File: config.mk
export PLATFORM = sky130hd
export DESIGN_NAME = priority_encoder_iter
export DESIGN_NICKNAME = d
export VERILOG_FILES = /design/src/rtl/priority_encoder_iter_pkg.sv /design/src/rtl/priority_encoder_iter_prio_enc.sv /design/src/rtl/priority_encoder_iter.sv
export SDC_FILE = /design/constraint.sdc
export NUM_CORES = 1
export LEC_CHECK = 0
export CAP_MARGIN = 20
export CORE_AREA = 3 3 41 43
export CTS_BUF_LIST = sky130_fd_sc_hd__clkbuf_16
export CTS_CLUSTER_DIAMETER = 80
export DETAILED_ROUTE_END_ITERATION = 8
export DIE_AREA = 0 0 44 46
export GPL_ROUTABILITY_DRIVEN = 0
export PLACE_DENSITY = 0.78
export SLEW_MARGIN = 20
export SYNTH_ARGS = -nofsm -noshare
export SYNTH_HDL_FRONTEND = slang
export SYNTH_SLANG_ARGS = --single-unit
File: constraint.sdc
create_clock -name clk -period 5.65 [get_ports clk]
set_input_delay 1.13 -clock clk [delete_from_list [all_inputs] [get_ports clk]]
set_output_delay 1.13 -clock clk [all_outputs]
set_load 0.02 [all_outputs]
File: src/rtl/priority_encoder_iter_pkg.sv
// -----------------------------------------------------------------------------
// penc_pkg
// Shared types and helpers for the iterative priority encoder.
//   penc_state_t : FSM state encoding (IDLE, SCAN)
//   PENC_MAX_W   : widest request vector the popcount helper handles
//   popcount()   : number of set bits in a vector zero-extended to PENC_MAX_W
// -----------------------------------------------------------------------------
package penc_pkg;

    typedef enum logic {
        IDLE = 1'b0,
        SCAN = 1'b1
    } penc_state_t;

    localparam int PENC_MAX_W = 256;

    function automatic int unsigned popcount(input logic [PENC_MAX_W-1:0] v);
        int unsigned c;
        c = 0;
        for (int i = 0; i < PENC_MAX_W; i++) begin
            c = c + {31'd0, v[i]};
        end
        return c;
    endfunction

endpackage

File: src/rtl/priority_encoder_iter_prio_enc.sv
// -----------------------------------------------------------------------------
// prio_enc
// Purely combinational priority encoder.
//   vec  in  WIDTH  request vector
//   idx  out IDX_W  index of the highest-priority set bit (0 when vec==0)
//   none out 1      vec is all-zero
// LSB_FIRST=0: bit WIDTH-1 wins. LSB_FIRST=1: bit 0 wins.
// -----------------------------------------------------------------------------
module prio_enc #(
    parameter  int WIDTH     = 8,
    parameter  int LSB_FIRST = 0,
    localparam int IDX_W     = $clog2(WIDTH)
) (
    input  logic [WIDTH-1:0] vec,
    output logic [IDX_W-1:0] idx,
    output logic             none
);
    import penc_pkg::*;

    // The loop walks from lowest to highest priority so the last hit wins.
    always_comb begin
        idx  = '0;
        none = 1'b1;
        if (LSB_FIRST != 0) begin
            for (int i = WIDTH - 1; i >= 0; i--) begin
                if (vec[i]) begin
                    idx  = IDX_W'(i);
                    none = 1'b0;
                end
            end
        end else begin
            for (int i = 0; i < WIDTH; i++) begin
                if (vec[i]) begin
                    idx  = IDX_W'(i);
                    none = 1'b0;
                end
            end
        end
    end

endmodule

File: src/rtl/priority_encoder_iter.sv
// -----------------------------------------------------------------------------
// priority_encoder_iter
// Accepts a request vector on a valid/ready handshake and emits the index of
// every set bit, one per output handshake, in priority order.
//   clk, reset      rising-edge clock, synchronous active-high reset
//   in_valid/ready  input handshake (ready only in IDLE)
//   in_vec          WIDTH-bit request vector
//   out_valid/ready output handshake
//   out_idx         current highest-priority pending index
//   out_last        final beat of the current vector
//   out_none        accepted vector was all-zero (single beat, idx 0)
//   busy            a vector is in progress
//   out_count       popcount of the last accepted vector (only when the
//                   macro PENC_POPCOUNT_EN is defined)
// -----------------------------------------------------------------------------
module priority_encoder_iter
    import penc_pkg::*;
#(
    parameter  int WIDTH     = 8,
    parameter  int LSB_FIRST = 0,
    localparam int IDX_W     = $clog2(WIDTH),
    localparam int CNT_W     = $clog2(WIDTH + 1)
) (
    input  logic             clk,
    input  logic             reset,
    input  logic             in_valid,
    output logic             in_ready,
    input  logic [WIDTH-1:0] in_vec,
    output logic             out_valid,
    input  logic             out_ready,
    output logic [IDX_W-1:0] out_idx,
    output logic             out_last,
    output logic             out_none,
    output logic             busy
`ifdef PENC_POPCOUNT_EN
    ,
    output logic [CNT_W-1:0] out_count
`endif
);

    penc_state_t      r_state;
    penc_state_t      w_state_nxt;
    logic [WIDTH-1:0] r_pend;
    logic [WIDTH-1:0] w_pend_nxt;
    logic             r_zero;
    logic             w_zero_nxt;
    logic [IDX_W-1:0] w_idx;
    logic             w_enc_none;
    logic             w_single;
    logic             w_last;
    logic             w_scan;

    prio_enc #(
        .WIDTH     (WIDTH),
        .LSB_FIRST (LSB_FIRST)
    ) u_enc (
        .vec  (r_pend),
        .idx  (w_idx),
        .none (w_enc_none)
    );

    // Exactly one bit set: non-zero and clearing the lowest set bit empties it.
    assign w_single = !w_enc_none && ((r_pend & (r_pend - WIDTH'(1))) == '0);
    assign w_scan   = (r_state == SCAN);
    assign w_last   = w_single || r_zero;

    assign in_ready  = !w_scan;
    assign busy      = w_scan;
    assign out_valid = w_scan;
    assign out_idx   = w_scan ? w_idx : '0;
    assign out_last  = w_scan && w_last;
    assign out_none  = w_scan && r_zero;

    always_comb begin
        w_state_nxt = r_state;
        w_pend_nxt  = r_pend;
        w_zero_nxt  = r_zero;
        case (r_state)
            IDLE: begin
                if (in_valid) begin
                    w_pend_nxt  = in_vec;
                    w_zero_nxt  = (in_vec == '0);
                    w_state_nxt = SCAN;
                end
            end
            SCAN: begin
                if (out_ready) begin
                    w_pend_nxt = r_pend & ~(WIDTH'(1) << w_idx);
                    if (w_last) begin
                        w_state_nxt = IDLE;
                    end
                end
            end
            default: w_state_nxt = IDLE;
        endcase
    end

    always_ff @(posedge clk) begin
        if (reset) begin
            r_state <= IDLE;
            r_pend  <= '0;
            r_zero  <= 1'b0;
        end else begin
            r_state <= w_state_nxt;
            r_pend  <= w_pend_nxt;
            r_zero  <= w_zero_nxt;
        end
    end

`ifdef PENC_POPCOUNT_EN
    logic [CNT_W-1:0] r_count;

    always_ff @(posedge clk) begin
        if (reset) begin
            r_count <= '0;
        end else if (in_ready && in_valid) begin
            r_count <= CNT_W'(popcount(PENC_MAX_W'(in_vec)));
        end
    end

    assign out_count = r_count;
`endif

endmodule

Word-level counts from Yosys, hierarchy flattened:

Index checks and enable logic that the tools add are counted.

* register bits: 10
* input bits: 12
* output and inout port bits: 8
* word-level logic and storage cells: 44

* $add $sub $neg: 1
* equality and inequality tests: 2
* shift operators: 1
* mux-type cells: 23
* bitwise logic cells: 4
* reduce and logical (&&, ||, !) cells: 10

Operator list (number)
* $and 8x8->8: 2
* $logic_not 8->1: 2
* $mux 8: 2
* $pmux 8 s2: 1
* $mux 3: 5
* $mux 1: 12
* $not 8->8: 1
* $shl 1x3->8 const A: 1
* $sub 8x1->8 const B: 1
* $mux 2: 2
* $ne 2x2->1 const B: 2
* $reduce_and 2->1: 2
* $logic_and 1x1->1: 3
* $logic_not 1->1: 2
* $pmux 1 s2: 1
* $logic_or 1x1->1: 1
* $not 1->1: 1

Depth between registers and ports, before layout:

Gate-level depths: netlist of run 1.

* depth in word-level cells: 14
* gate-level depth with buffers: 6
* mapped depth without buffers: 5

Cells and area by module:

Synthesis of run 1 repeated with hierarchy kept, for this count alone.

* cell total of the unflattened synthesis: 83
* area, all modules: 614.3 um2

By module, submodules not included
* priority_encoder_iter: times used 1, cells an instance 72, area an instance 546.8 um2, sequential area each 200.2 um2
* prio_enc: times used 1, cells an instance 11, area an instance 67.6 um2, sequential area each 0.0 um2

Least setup slack after synthesis of run 1:

OpenSTA, ideal clock, no wires.

* path type: register -> output
* start: reg r_pend[4]
* end: out out_last
* arrival time: 1860 ps
* data required time: 4520 ps
* slack: 2660 ps
* stages on the path, launching flop included: 7
* buffers on the path: 1
* cells stage by stage: dfxtp_1 > buf_6 > or4_4 > o31a_1 > or3_1 > a21oi_2 > o21a_1

* cells in the longest elaborated chain, start to end: 8
* elaborated cells between the ends (all ways): 11
* classes of those cells: add/sub: 1; mux: 4; bitwise: 1; reduce/logical: 5

RTL lines
* start, declared: line priority_encoder_iter.sv:43 `logic [WIDTH-1:0] r_pend;`
* start signal, assigned: line priority_encoder_iter.sv:105 `r_pend <= w_pend_nxt;`
* parallel branches: the longest is 5 deep, another holds $sub 8x1->8
* $logic_and 1x1->1 *: line priority_encoder_iter.sv:63 `assign w_single = !w_enc_none && ((r_pend & (r_pend - WIDTH'(1))) == '0);`
* $logic_or 1x1->1 *: line priority_encoder_iter.sv:65 `assign w_last = w_single || r_zero;`
* $logic_and 1x1->1 *: line priority_encoder_iter.sv:71 `assign out_last = w_scan && w_last;`
* end, declared: line priority_encoder_iter.sv:32 `output logic out_last,`

Mark *: on every way between the ends.

Final worst setup path of run 1:

* start: reg r_pend[3]
* end: out out_last

* cells in the longest elaborated chain, start to end: 9
* elaborated cells between the ends (all ways): 12
* classes of those cells: add/sub: 1; mux: 5; bitwise: 1; reduce/logical: 5

RTL lines (line)
* parallel branches: the longest is 6 deep, another holds $sub 8x1->8
* $logic_and 1x1->1 *: priority_encoder_iter.sv:63
* $logic_or 1x1->1 *: priority_encoder_iter.sv:65
* $logic_and 1x1->1 *: priority_encoder_iter.sv:71

Marks and branches as above.

==> results of run 1 <==
## per-stage QoR
step           total power, mW  util, %
6_report                 0.274     65.8
5_1_grt                  0.285     65.8
4_1_cts                  0.275     65.8
3_5_place_dp             0.151     60.1
3_3_place_gp             0.151     60.1
2_1_floorplan            0.127        -
## cell usage in the layout, fill, tap and decap left out, types with 2 or more instances in the layout
cell type	instances
a22oi_1	5
nor3_1	3
dfxtp_1	10
a211o_1	2
clkdlybuf4s50_1	19
nand2_1	7
clkbuf_16	3
a21oi_1	10
nor4_1	4
inv_1	4
nor2_1	7
nand3_1	2
o211ai_1	3
or3_1	2
o21a_1	2
o21ai_0	3
## routing by layer
layer	up-vias	GRT usage (%)	share of wire [%]
met2	41	30.2	45
met5	-	0	0
met1	298	22.4	44
met4	0	11.4	2.3
met3	5	4.35	8.1
li1	348	-	-
## final timing paths
path / endpoint / cells past startpoint / startpoint / slack, ps
worst max-delay path: out_last / 6 / r_pend[3]$_SDFFE_PP0P_ / 1830
worst min-delay path: r_zero$_SDFFE_PP0P_ / 2 / r_zero$_SDFFE_PP0P_ / 480
worst max register to register: busy$_SDFF_PP0_ / 5 / r_pend[3]$_SDFFE_PP0P_ / 3680
worst min register to register: r_zero$_SDFFE_PP0P_ / 2 / r_zero$_SDFFE_PP0P_ / 480
## flip-flops by register name, summed over array words and instances (netlist names)
register and flops:
busy 1, r_pend 8, r_zero 1
## power groups by stage
stage | Clock, mW | Combinational (mW) | Sequential [mW]
global route | 0.126 | 0.0711 | 0.0872
floorplan | 0 | 0.0451 | 0.0821
global placement | 0 | 0.0649 | 0.0861
finish | 0.122 | 0.0659 | 0.0860
detailed placement | 0 | 0.0645 | 0.0861
CTS | 0.124 | 0.0657 | 0.0856
## worst max-delay path, stage by stage, from the launching register on
cell,delay (ps)
dfxtp_1,360
or4_4,580
o31a_1,260
or3_1,360
a21oi_2,160
o21a_1,130
clkdlybuf4s50_1,600
## kinds of logic (layout without fill, tap and decap cells)
| family | count (synthesis) | after routing |
|---|---|---|
| flip-flops | 10 | 10 |
| AND/OR/NAND/NOR | 29 | 29 |
| buffers and inverters | 11 | 26 |
| AO/OA/AOI/OAI | 33 | 33 |
| adder cells (fa/ha/maj) | 1 | 1 |
## cell type report
type	count	area (sq um)
clock buffer	3	75.1
fill	127	457
inverter	4	15.0
multi-input combinational	63	378
sequential	10	200
tap	15	18.8
timing repair buffer	19	190
==> flow_summary.yaml, run 1 <==
timing:
  maxSlewViolCount: 0
  fin_crit_ps: 3820
  tns_ps: 0
  worst_slack_ps: 1830
  rsz0062_at_grt: "false"
  whs_ps: 477
  relSlewSlack_pct: 53.6
  skew_ps: 2.33
  setup_viol: 0
  tightestPinTransition_ps: 689
  max_clock_freq_ghz: 0.262
  fin_crit_sh_pct: 67.6
  finalHoldViolations: 0
setup_path:
  crit_required_ps: 4520
  crit_fanout: 7
  worst_ep_arrival_time_ps: 2690
  cp-end-kind: "output pin"
  critical_path_class: "register to output pin"
  critical_path.startpoint_type: "register"
floorplanning:
  initial_core_util_pct: 47.4
  die_w_microns: 44
  core-area_sq_mm: 0.00133
  core.rowCount: 13
  die_h_microns: 46
  die-area_sq_mm: 0.00202
  io_pins: 20
yosys:
  synth_top_family_by_area: "compound AO/OA/AOI/OAI gates"
  yosysTopAreaCellShare_pct: 31.7
  syn-cell-area_sq_um: 632
  synthArstFlopShare_pct: 0
  synthAdderAreaFrac_pct: 1.58
  netlist_top_cells_area: "dfxtp_1 (32%), a21oi_1 (7.9%), a22oi_1 (5.9%), nand2_1 (4.2%), nor2_1 (4.2%)"
  yosys.area_share.simple_pct: 23.2
  synth_common_cells: "a21oi_1 (10), dfxtp_1 (10), nand2_1 (7), nor2_1 (7), a22oi_1 (5)"
  syn_inst: 84
  synth_edf_count: 0
  synth_mux_area_share_pct: 0
  yosys.area_share.xor_xnor_pct: 0
  avgSynthCellArea_sq_um: 7.52
  synth-seq-cells: 10
  synth_seq_area_share_pct: 31.7
  yosysWarnings: 0
  synth_cell_types: 32
  synth_compound_area_share_pct: 35.0
  yosysTopAreaCell: "dfxtp_1"
  synth-main-ff-cell: "dfxtp_1"
  synth_nets: 96
layout:
  drive_gt1_share_pct: 6.06
  n_antenna_cell: 0
  postLayoutCellArea_sq_um: 877
  num-nets-final: 113
  synthToLayoutAreaGrowth_pct: 38.8
  fin_cells: 114
power:
  combPwrFrac_pct: 24.0
  sequentialPowerShare_pct: 31.3
  power.internal_mw: 0.200
  switching_share_pct: 27.2
  powerDensity_mw_per_mm2: 313
  p_leak_nw: 0.313
  pwr-share-clk_pct: 44.6
  p_sw_mw: 0.0746
  ir_drop_mv: 0.182
route:
  first_pass_iters: 4
  drt_iter0_drc: 23
  avgViaCountPerCell: 6.07
  vias: 692
  wl_mm: 1.70
  drcViolationCount: 0
  wl_per_cell_microns: 14.9
  ant_nets: 0
clock_tree:
  cts_resized: 0
  cts_sinks: 10
  clock_path_buffers: 2
  clock_latency_ps: 240
  ctsHoldBuffers: 0
  root_buffer: "clkbuf_16"
  post_cts.repair.setup_buffers: 0
  clk_pin_slew_ps: 40
  cts_tree: "done"
  numCtsBuffers: 3
  h-tree-depth: 1
place:
  dp_hpwl_mm: 1.20
  post-place-cells: 111
  placed_cell_area_sq_um: 802
  pre_cts_ws_ps: 2160
  port_buffers: 19
flow_run:
  drv_cap: 0
status:
  status: "completed"
global_routing:
  antenna_found_initial: 0
  grt_first_pass_wirelength_mm: 2.70
  grt_pass1_vias: 639
  grt_overflow: 0
  grt_usage_pct: 18.7
  grt_max_degree: 16
hold_path:
  hold_path.class: "register to register"
Power figures use the tool's default switching activity.
==> run 2, diff against run 1 <==
CORE_AREA = 3 3 42 44   (was 3 3 41 43)
DIE_AREA = 0 0 45 47   (was 0 0 44 46)
PLACE_DENSITY = 0.74   (was 0.78)
clock period = 3.92 ns   (was 5.65 ns; I/O delays follow)
==> flow_summary.yaml, run 2 (synthesized netlist as in run 1, its figures left out) <==
status:
  status: "completed"
flow_run:
  drv_cap: 0
timing:
  tns_ps: 0
  fin_crit_sh_pct: 87.5
  setup_viol: 0
  max_clock_freq_ghz: 0.291
  skew_ps: 2.47
  tightestPinTransition_ps: 622
  relSlewSlack_pct: 58.1
  finalHoldViolations: 0
  rsz0062_at_grt: "false"
  maxSlewViolCount: 0
  fin_crit_ps: 3430
place:
  port_buffers: 19
  dp_hpwl_mm: 1.33
route:
  drt_iter0_drc: 22
  first_pass_iters: 4
  ant_nets: 0
  drcViolationCount: 0
  vias: 678
  wl_per_cell_microns: 15.4
  avgViaCountPerCell: 5.90
  wl_mm: 1.77
layout:
  largest_register_ff_count: 8
  num-nets-final: 113
  final_common_cell: "clkdlybuf4s50_1"
  fillers: 142
  regMostFlops: "r_pend"
  mostFrequentLayoutCells: "clkdlybuf4s50_1 (19), a21oi_1 (10), dfxtp_1 (10), nor2_1 (7), nand2_1 (7)"
  n_antenna_cell: 0
  synthToLayoutAreaGrowth_pct: 39.0
  drive_gt1_share_pct: 6.06
floorplanning:
  die-area_sq_mm: 0.00212
  core.rowCount: 14
  core-area_sq_mm: 0.00147
  io_pins: 20
  die_w_microns: 45
  die_h_microns: 47
  initial_core_util_pct: 42.9
clock_tree:
  clock_path_buffers: 2
  cts_resized: 0
  h-tree-depth: 1
  clk_pin_slew_ps: 40
  numCtsBuffers: 3
  post_cts.repair.setup_buffers: 0
  clock_latency_ps: 240
  cts_tree: "done"
  ctsHoldBuffers: 0
  cts_sinks: 10
  root_buffer: "clkbuf_16"
power:
  power.internal_mw: 0.288
  sequentialPowerShare_pct: 31.1
  switching_share_pct: 27.6
  ir_drop_mv: 0.324
  power_mw: 0.398
  powerDensity_mw_per_mm2: 453
  p_sw_mw: 0.110
  pwr-share-clk_pct: 45.3
  p_leak_nw: 0.313
  combPwrFrac_pct: 23.6
global_routing:
  grt_usage_pct: 19.8
  grt_first_pass_wirelength_mm: 2.97
  grt_overflow: 0
  grt_pass1_vias: 643
  antenna_found_initial: 0
  grt_max_degree: 16
setup_path:
  cp_num_cells: 6
  crit_fanout: 7
  crit_required_ps: 3140
  path_delay_family: "simple AND/OR/NAND/NOR gates"
  cpPeakStageDelay_ps: 600
  critical_path_buf_inv_count: 1
  cp-end-kind: "output pin"
  critical_path.startpoint_type: "register"
  path_cells: "or4_4 > o31a_1 > or3_1 > a21oi_2 > o21a_1 > clkdlybuf4s50_1"
  critical_path.slowest_cell: "clkdlybuf4s50_1"
  worst_ep_arrival_time_ps: 2650
  r2r_cells: 5
  critical_path_class: "register to output pin"
hold_path:
  hold_path.class: "register to register"
  hold_path_depth: 2
-- run 2: cell counts in the layout (fill, tap and decap cells not counted) --
No cell type changed its count.
-- run 2: metal layers --
layer | vias to the layer above | routed length, microns | global-route usage, %
met2 | 19 | 804 | 32.2
met3 | 4 | 90 | 4.98
met1 | 310 | 845 | 24.7
met4 | 0 | 34 | 8.77
met5 | - | 0 | 0
li1 | 345 | - | -
-- run 2: power groups by stage --
stage / Sequential (mW) / Combinational (mW) / Clock (mW)
finish: 0.124 / 0.0939 / 0.180
global route: 0.125 / 0.103 / 0.187
CTS: 0.123 / 0.0941 / 0.179
detailed placement: 0.125 / 0.0937 / 0
global placement: 0.124 / 0.0932 / 0
floorplan: 0.118 / 0.0650 / 0
-- run 2: worst reg2reg max path, stage by stage (launching register included) --
cell and delay (ps):
dfxtp_1 360, or4_4 580, o31a_1 240, or3_1 360
a21oi_2 150, a31oi_1 90
-- run 2: worst paths after layout --
kind,startpoint,endpoint,slack (ps)
setup / recovery,r_pend[3]$_SDFFE_PP0P_,out_last,490
hold / removal,r_zero$_SDFFE_PP0P_,r_zero$_SDFFE_PP0P_,480
setup reg to reg,r_pend[3]$_SDFFE_PP0P_,busy$_SDFF_PP0_,2000
hold reg to reg,r_zero$_SDFFE_PP0P_,r_zero$_SDFFE_PP0P_,480
-- run 2: final cells by class --
cell class	instances	area, sq um	area share, %
flip-flops and latches	10	200	22.8
repair buffers	19	190	21.7
well taps	16	20.0	2.28
multi-input cells	63	378	43.0
clock buffers	3	75.1	8.55
inverters	4	15.0	1.71
-- run 2: stage by stage --
step	instance area, sq um	hold WS [ps]	utilization [%]	setup slack, ps	std cells
after floorplan	632	445	-	1280	84
after global placement	803	468	54.6	780	112
after detailed placement	803	481	54.6	755	112
after CTS	878	487	59.7	493	115
after global routing	878	549	59.7	429	115
final	878	480	59.7	488	115
